**config.mk**
```make
export PLATFORM = sky130hd
export DESIGN_NAME = arb8_rr_ctrl
export DESIGN_NICKNAME = d
export VERILOG_FILES = /design/src/rtl/arb8_rr_ctrl_pkg.sv /design/src/rtl/arb8_rr_ctrl_pick.sv /design/src/rtl/arb8_rr_ctrl.sv
export SDC_FILE = /design/constraint.sdc
export NUM_CORES = 1
export LEC_CHECK = 0
export ABC_AREA = 1
export BUFFER_PORTS_ARGS = -buffer_cell sky130_fd_sc_hd__buf_2
export CAP_MARGIN = 40
export CORE_UTILIZATION = 25
export DETAILED_ROUTE_END_ITERATION = 12
export HOLD_SLACK_MARGIN = 0.06
export PLACE_DENSITY = 0.44
export SYNTH_ARGS = -nofsm -noshare
export SYNTH_HDL_FRONTEND = slang
export SYNTH_SLANG_ARGS = --single-unit
```
**constraint.sdc**
```tcl
create_clock -name clk -period 7.41 [get_ports clk]
set_clock_uncertainty 0.05 [all_clocks]
set_input_delay 1.1115 -clock clk [delete_from_list [all_inputs] [get_ports clk]]
set_output_delay 1.1115 -clock clk [all_outputs]
set_load 0.02 [all_outputs]
```
**src/rtl/arb8_rr_ctrl_pkg.sv**
```systemverilog
// Shared definitions for the 8-requester arbiter: FSM encodings, sizes and
// the 8-to-3 priority encoder used by the winner picker.
package arb8_rr_ctrl_pkg;

  localparam int NUM_REQ = 8;
  localparam int IDX_W   = 3;

  typedef enum logic [1:0] {
    IDLE  = 2'd0,
    GRANT = 2'd1,
    GAP   = 2'd2
  } state_e;

  // Highest set bit wins; returns 0 for an all-zero vector.
  function automatic logic [IDX_W-1:0] prio_enc8(input logic [NUM_REQ-1:0] v);
    logic [IDX_W-1:0] idx;
    idx = '0;
    for (int i = 0; i < NUM_REQ; i++) begin
      if (v[i]) idx = IDX_W'(i);
    end
    return idx;
  endfunction

endpackage

```
**src/rtl/arb8_rr_ctrl_pick.sv**
```systemverilog
// Combinational winner picker. The request vector is rotated so that the
// highest-priority index lands on bit 7, priority-encoded, then the encoded
// index is rotated back. Fixed mode simply forces the top index to 7.
module arb8_pick
  import arb8_rr_ctrl_pkg::*;
(
  input  logic [NUM_REQ-1:0] req,
  input  logic [IDX_W-1:0]   start,
  input  logic               mode,
  output logic [IDX_W-1:0]   win_idx,
  output logic               win_valid
);

  logic [IDX_W-1:0]   eff_start;
  logic [IDX_W-1:0]   src;
  logic [IDX_W-1:0]   enc;
  logic [NUM_REQ-1:0] rot;

  // Rotate so rot[7] = req[eff_start], rot[6] = req[eff_start-1], ...
  always_comb begin
    eff_start = mode ? start : IDX_W'(NUM_REQ - 1);
    src       = '0;
    rot       = '0;
    for (int j = 0; j < NUM_REQ; j++) begin
      src    = IDX_W'(j) + eff_start + 3'd1;
      rot[j] = req[src];
    end
    enc       = prio_enc8(rot);
    win_idx   = enc + eff_start + 3'd1;
    win_valid = |req;
  end

endmodule

```
**src/rtl/arb8_rr_ctrl.sv**
```systemverilog
// Sequential 8-requester arbiter: IDLE samples requests and registers a
// winner, GRANT holds it until release or hold limit, GAP inserts one
// turnaround cycle before the next arbitration.
module arb8_rr_ctrl
  import arb8_rr_ctrl_pkg::*;
#(
  parameter int MAX_HOLD = 16,
  parameter int CNT_W    = 8
) (
  input  logic               clk,
  input  logic               rst_n,
  input  logic [NUM_REQ-1:0] req,
  input  logic               mode,
  output logic [NUM_REQ-1:0] gnt,
  output logic [IDX_W-1:0]   gnt_idx,
  output logic               gnt_valid,
  output logic               hold_timeout
);

  state_e             state_q, state_d;
  logic [CNT_W-1:0]   hold_cnt_q, hold_cnt_d;
  logic [IDX_W-1:0]   last_owner_q, last_owner_d;
  logic [NUM_REQ-1:0] gnt_q, gnt_d;
  logic [IDX_W-1:0]   gnt_idx_q, gnt_idx_d;
  logic               gnt_valid_q, gnt_valid_d;
  logic               hold_timeout_q, hold_timeout_d;

  logic [IDX_W-1:0]   win_idx;
  logic               win_valid;
  logic [IDX_W-1:0]   rr_start;

  // The previous owner gets the lowest priority: search starts just below it.
  assign rr_start = last_owner_q - 3'd1;

  arb8_pick u_pick (
    .req       (req),
    .start     (rr_start),
    .mode      (mode),
    .win_idx   (win_idx),
    .win_valid (win_valid)
  );

  // Next-state logic for the FSM, hold counter and registered outputs.
  always_comb begin
    state_d        = state_q;
    hold_cnt_d     = hold_cnt_q;
    last_owner_d   = last_owner_q;
    gnt_d          = gnt_q;
    gnt_idx_d      = gnt_idx_q;
    gnt_valid_d    = gnt_valid_q;
    hold_timeout_d = 1'b0;
    case (state_q)
      IDLE: begin
        if (win_valid) begin
          state_d     = GRANT;
          gnt_d       = NUM_REQ'(1) << win_idx;
          gnt_idx_d   = win_idx;
          gnt_valid_d = 1'b1;
          hold_cnt_d  = CNT_W'(1);
        end
      end
      GRANT: begin
        // Owner release takes precedence over the hold limit, so a drop on
        // the limit cycle is an ordinary release without a timeout pulse.
        if (!req[gnt_idx_q] || (hold_cnt_q == CNT_W'(MAX_HOLD))) begin
          state_d        = GAP;
          last_owner_d   = gnt_idx_q;
          gnt_d          = '0;
          gnt_idx_d      = '0;
          gnt_valid_d    = 1'b0;
          hold_timeout_d = req[gnt_idx_q];
        end else begin
          hold_cnt_d = hold_cnt_q + CNT_W'(1);
        end
      end
      GAP: begin
        state_d    = IDLE;
        hold_cnt_d = '0;
      end
      default: begin
        state_d     = IDLE;
        hold_cnt_d  = '0;
        gnt_d       = '0;
        gnt_idx_d   = '0;
        gnt_valid_d = 1'b0;
      end
    endcase
  end

  // State registers; reset clears the grant immediately.
  always_ff @(posedge clk or negedge rst_n) begin
    if (!rst_n) begin
      state_q        <= IDLE;
      hold_cnt_q     <= '0;
      last_owner_q   <= '0;
      gnt_q          <= '0;
      gnt_idx_q      <= '0;
      gnt_valid_q    <= 1'b0;
      hold_timeout_q <= 1'b0;
    end else begin
      state_q        <= state_d;
      hold_cnt_q     <= hold_cnt_d;
      last_owner_q   <= last_owner_d;
      gnt_q          <= gnt_d;
      gnt_idx_q      <= gnt_idx_d;
      gnt_valid_q    <= gnt_valid_d;
      hold_timeout_q <= hold_timeout_d;
    end
  end

  assign gnt          = gnt_q;
  assign gnt_idx      = gnt_idx_q;
  assign gnt_valid    = gnt_valid_q;
  assign hold_timeout = hold_timeout_q;

endmodule

```
==> key figures <==
Routing
  • DRT antenna net count: 0
  • Pre-antenna DRT Iters: 4
  • Drt wl/cell: 11.1 um
  • DRC: 0
  • Vias per inst: 4.41
  • Final wirelength: 4770 um
  • Via count: 1888
  • DR iter-0 viols: 116

Place
  • DP Wirelength: 3750 um
  • Gpl congestion: 0.799
  • Buffers added on ports: 23

Clocking
  • Worst skew pair latency: 0.27 ns
  • # hold bufs at CTS: 0
  • Post-cts repair resize count: 0
  • CTS tree: yes
  • Clock root buffer master: clkbuf_8
  • # clock sinks: 26
  • CTS Buf Count: 3
  • CTS max path bufs: 2
  • Htree depth: 1
  • Post CTS Setup Buffer Count: 0
  • CTS clk-pin slew, worst paths: 0.10 ns

STA
  • Hold slack: 0.430 ns
  • RSZ-0062 raised after global routing: no
  • Setup TNS: 0 ns
  • Final Max Tran Viols: 0
  • Fin crit share: 49.6%
  • Fin. Hold Viols: 0
  • Max Fclk: 0.272 GHz
  • Setup violations, final: 0
  • Tightest Pin Transition: 0.667 ns
  • Fin crit period: 3.67 ns
  • Slew margin rel.: 55.4%

Setup path
  • Most used cell, CP: nand2_1
  • CP required: 7.54 ns
  • Critical path class: input pin to register
  • CP delay by family, top: adder cells
  • CP Max Fanout: 17
  • Critical-path cell list: buf_2, nand2_2, ha_1, inv_1, nand2_1, nand2_1, nand3_1, nand2_1, inv_1, nand2_1, nand2_1, a21oi_1, ha_1, fa_1, xnor2_1, inv_1, nand2_2, nand2_4, nand3_1, nand2_1
  • Crit path DAT: 3.80 ns
  • Crit start category: input pin
  • Cell at the slowest stage of the critical path: ha_1
  • R2R setup slack: 3.80 ns
  • WP buf/inv: 4
  • CP endpoint kind: register
  • Max stage delay on crit path: 0.37 ns

Yosys
  • Yosys Warn Count: 0
  • Post-Syn Nets: 323
  • Netlist cell types: 28
  • Syn avg cell area: 6.60 um^2
  • Post-synthesis cell area: 2020 um^2
  • FF+latch count, synth: 26
  • Sequential area share after synthesis: 32.2%
  • Number of cells produced by synthesis: 306

Power and ir drop
  • Reg power frac: 23.8%
  • Power per Cell Area: 429 nW/um^2
  • Pleak: 1.26 nW
  • P_sw: 517 uW
  • Comb pwr share: 63.9%
  • Power Internal: 457 uW
  • Sw Share: 53.1%
  • Clock share of power: 12.2%
  • VDD IR max: 173 uV

Global route
  • First-pass GRT wire length: 8420 um
  • Number of global-route vias before repair: 1775
  • Largest net degree at the start of global routing: 27
  • Grt total ovfl: 0
  • Gr usage total: 12.2%
  • Initial antenna violation count: 0

Cells and area
  • Final #Nets: 344
  • Register Area: 651 um^2
  • Synthesis-to-finish area growth: 12.5%
  • Fillcell total: 908
  • Area of the multi-input gates: 1150 um^2
  • Share of layout cells above drive strength 1: 14.4%
  • N_diodes: 0

Floorplanning
  • IO Pins: 24
  • Die W: 91.9 um
  • Starting Density: 26.0%
  • Die Y-Extent: 91.9 um
  • Core ar.: 7770 um^2
  • Number of core rows: 32
  • Full die area: 8440 um^2

Job
  • Max-cap violations: 0

Min path
  • Min-delay worst type: register to register

Outcome
  • Outcome: completed
-- worst paths after layout --
path                                             start                          end  cells after the start
min in group asynchronous                        rst_n  last_owner_q[0]$_DFFE_PN0P_                      1
hold reg to reg                  gnt_valid$_DFFE_PN0P_        gnt_valid$_DFFE_PN0P_                      2
setup reg to reg           last_owner_q[0]$_DFFE_PN0P_           gnt[6]$_DFFE_PN0P_                     21
hold / removal                   gnt_valid$_DFFE_PN0P_        gnt_valid$_DFFE_PN0P_                      2
max in group asynchronous                        rst_n       state_q[0]$_DFFE_PN0P_                      1
setup / recovery                                  mode           gnt[6]$_DFFE_PN0P_                     20
-- cell type report --
class,count,area share (%)
Clock buffer,3,1.82
Clock inverter,1,1.32
Timing Repair Buffer,23,5.07
Sequential cell,26,28.7
Inverter,42,6.94
Tap cell,102,5.62
Multi-Input combinational cell,231,50.6
-- power groups by stage --
stage	Sequential [mW]	Clock (mW)	Combinational, mW
after floorplan	0.242	0	0.491
after detailed placement	0.235	0	0.630
after global placement	0.235	0	0.627
final	0.232	0.119	0.623
after CTS	0.232	0.124	0.633
after global routing	0.240	0.129	0.712
-- layer usage --
| layer | up-vias | track usage, % | part of all wire (%) |
|---|---|---|---|
| li1 | 1006 | - | - |
| met1 | 857 | 17.8 | 52 |
| met2 | 23 | 19.2 | 44 |
| met3 | 2 | 2.32 | 3.5 |
| met4 | 0 | 1.56 | 0.29 |
| met5 | - | 0 | 0 |
-- registers in the layout, summed over array words and instances (netlist names) --
| signal | flops |
|---|---|
| gnt | 8 |
| gnt_valid | 1 |
| hold_timeout | 1 |
| hold_cnt_q | 8 |
| state_q | 2 |
| gnt_idx | 3 |
| last_owner_q | 3 |
-- synth_stat cells --
cell,number,area (um^2)
nand2_1,123,462
inv_1,41,154
nand3_1,30,150
dfrtp_1,26,651
o21ai_0,15,75.1
nor2_1,10,37.5
nand2_2,8,50.1
nand4_1,8,50.1
a21oi_1,6,30.0
ha_1,5,62.6
buf_6,4,45.0
nor3_1,4,20.0
o21ai_2,3,26.3
buf_2,2,10.0
nand2_4,2,22.5
nand3_4,2,35.0
nor2_4,2,22.5
nor4_1,2,12.5
o211ai_1,2,15.0
or2_2,2,12.5
xor2_1,2,17.5
a21boi_0,1,7.51
buf_4,1,7.51
fa_1,1,20.0
inv_2,1,3.75
o21ai_1,1,5.00
or2_1,1,6.26
xnor2_1,1,8.76
-- cells by family (layout without fill, tap and decap cells) --
kind of cell | Yosys count | count (layout) | synth area share, %
and+or+nand+nor | 194 | 194 | 43.6
adders and majority gates | 6 | 6 | 4.09
xor gates and xnor gates | 3 | 3 | 1.30
AOI/OAI and AO/OA | 28 | 28 | 7.87
buffers and inverters | 49 | 69 | 10.9
DFF | 26 | 26 | 32.2
-- placed cells by master, fill, tap and decap left out --
cell type,count
xnor2_1,1
o21ai_2,3
o21ai_0,15
nand3_4,2
a21boi_0,1
nand2_2,8
nand2_4,2
ha_1,5
dfrtp_1,26
nor2_1,10
nor2_4,2
xor2_1,2
inv_2,1
buf_2,23
or2_1,1
bufinv_16,1
nand4_1,8
nor4_1,2
nor3_1,4
fa_1,1
or2_2,2
o211ai_1,2
inv_1,41
clkbuf_8,3
nand3_1,30
nand2_1,123
o21ai_1,1
a21oi_1,6
-- per-stage QoR --
stage                     area (um^2)  worst slack (ns)  utilization [%]  instances  power [mW]
after detailed placement         2200              3.42             28.3        424       0.865
after global routing             2270              3.46             29.2        428        1.08
after global placement           2200              3.48             28.3        424       0.862
after floorplan                  2020              3.85                -        306       0.733
after CTS                        2270              3.72             29.2        428       0.990
final                            2270              3.74             29.2        428       0.974
-- tightest hold or removal path, cell delays in order, from the launching register on --
cell and delay (ns):
dfrtp_1 0.36, nand2_1 0.05, nand2_1 0.05
Note: power is estimated with default switching activity, not from simulation.
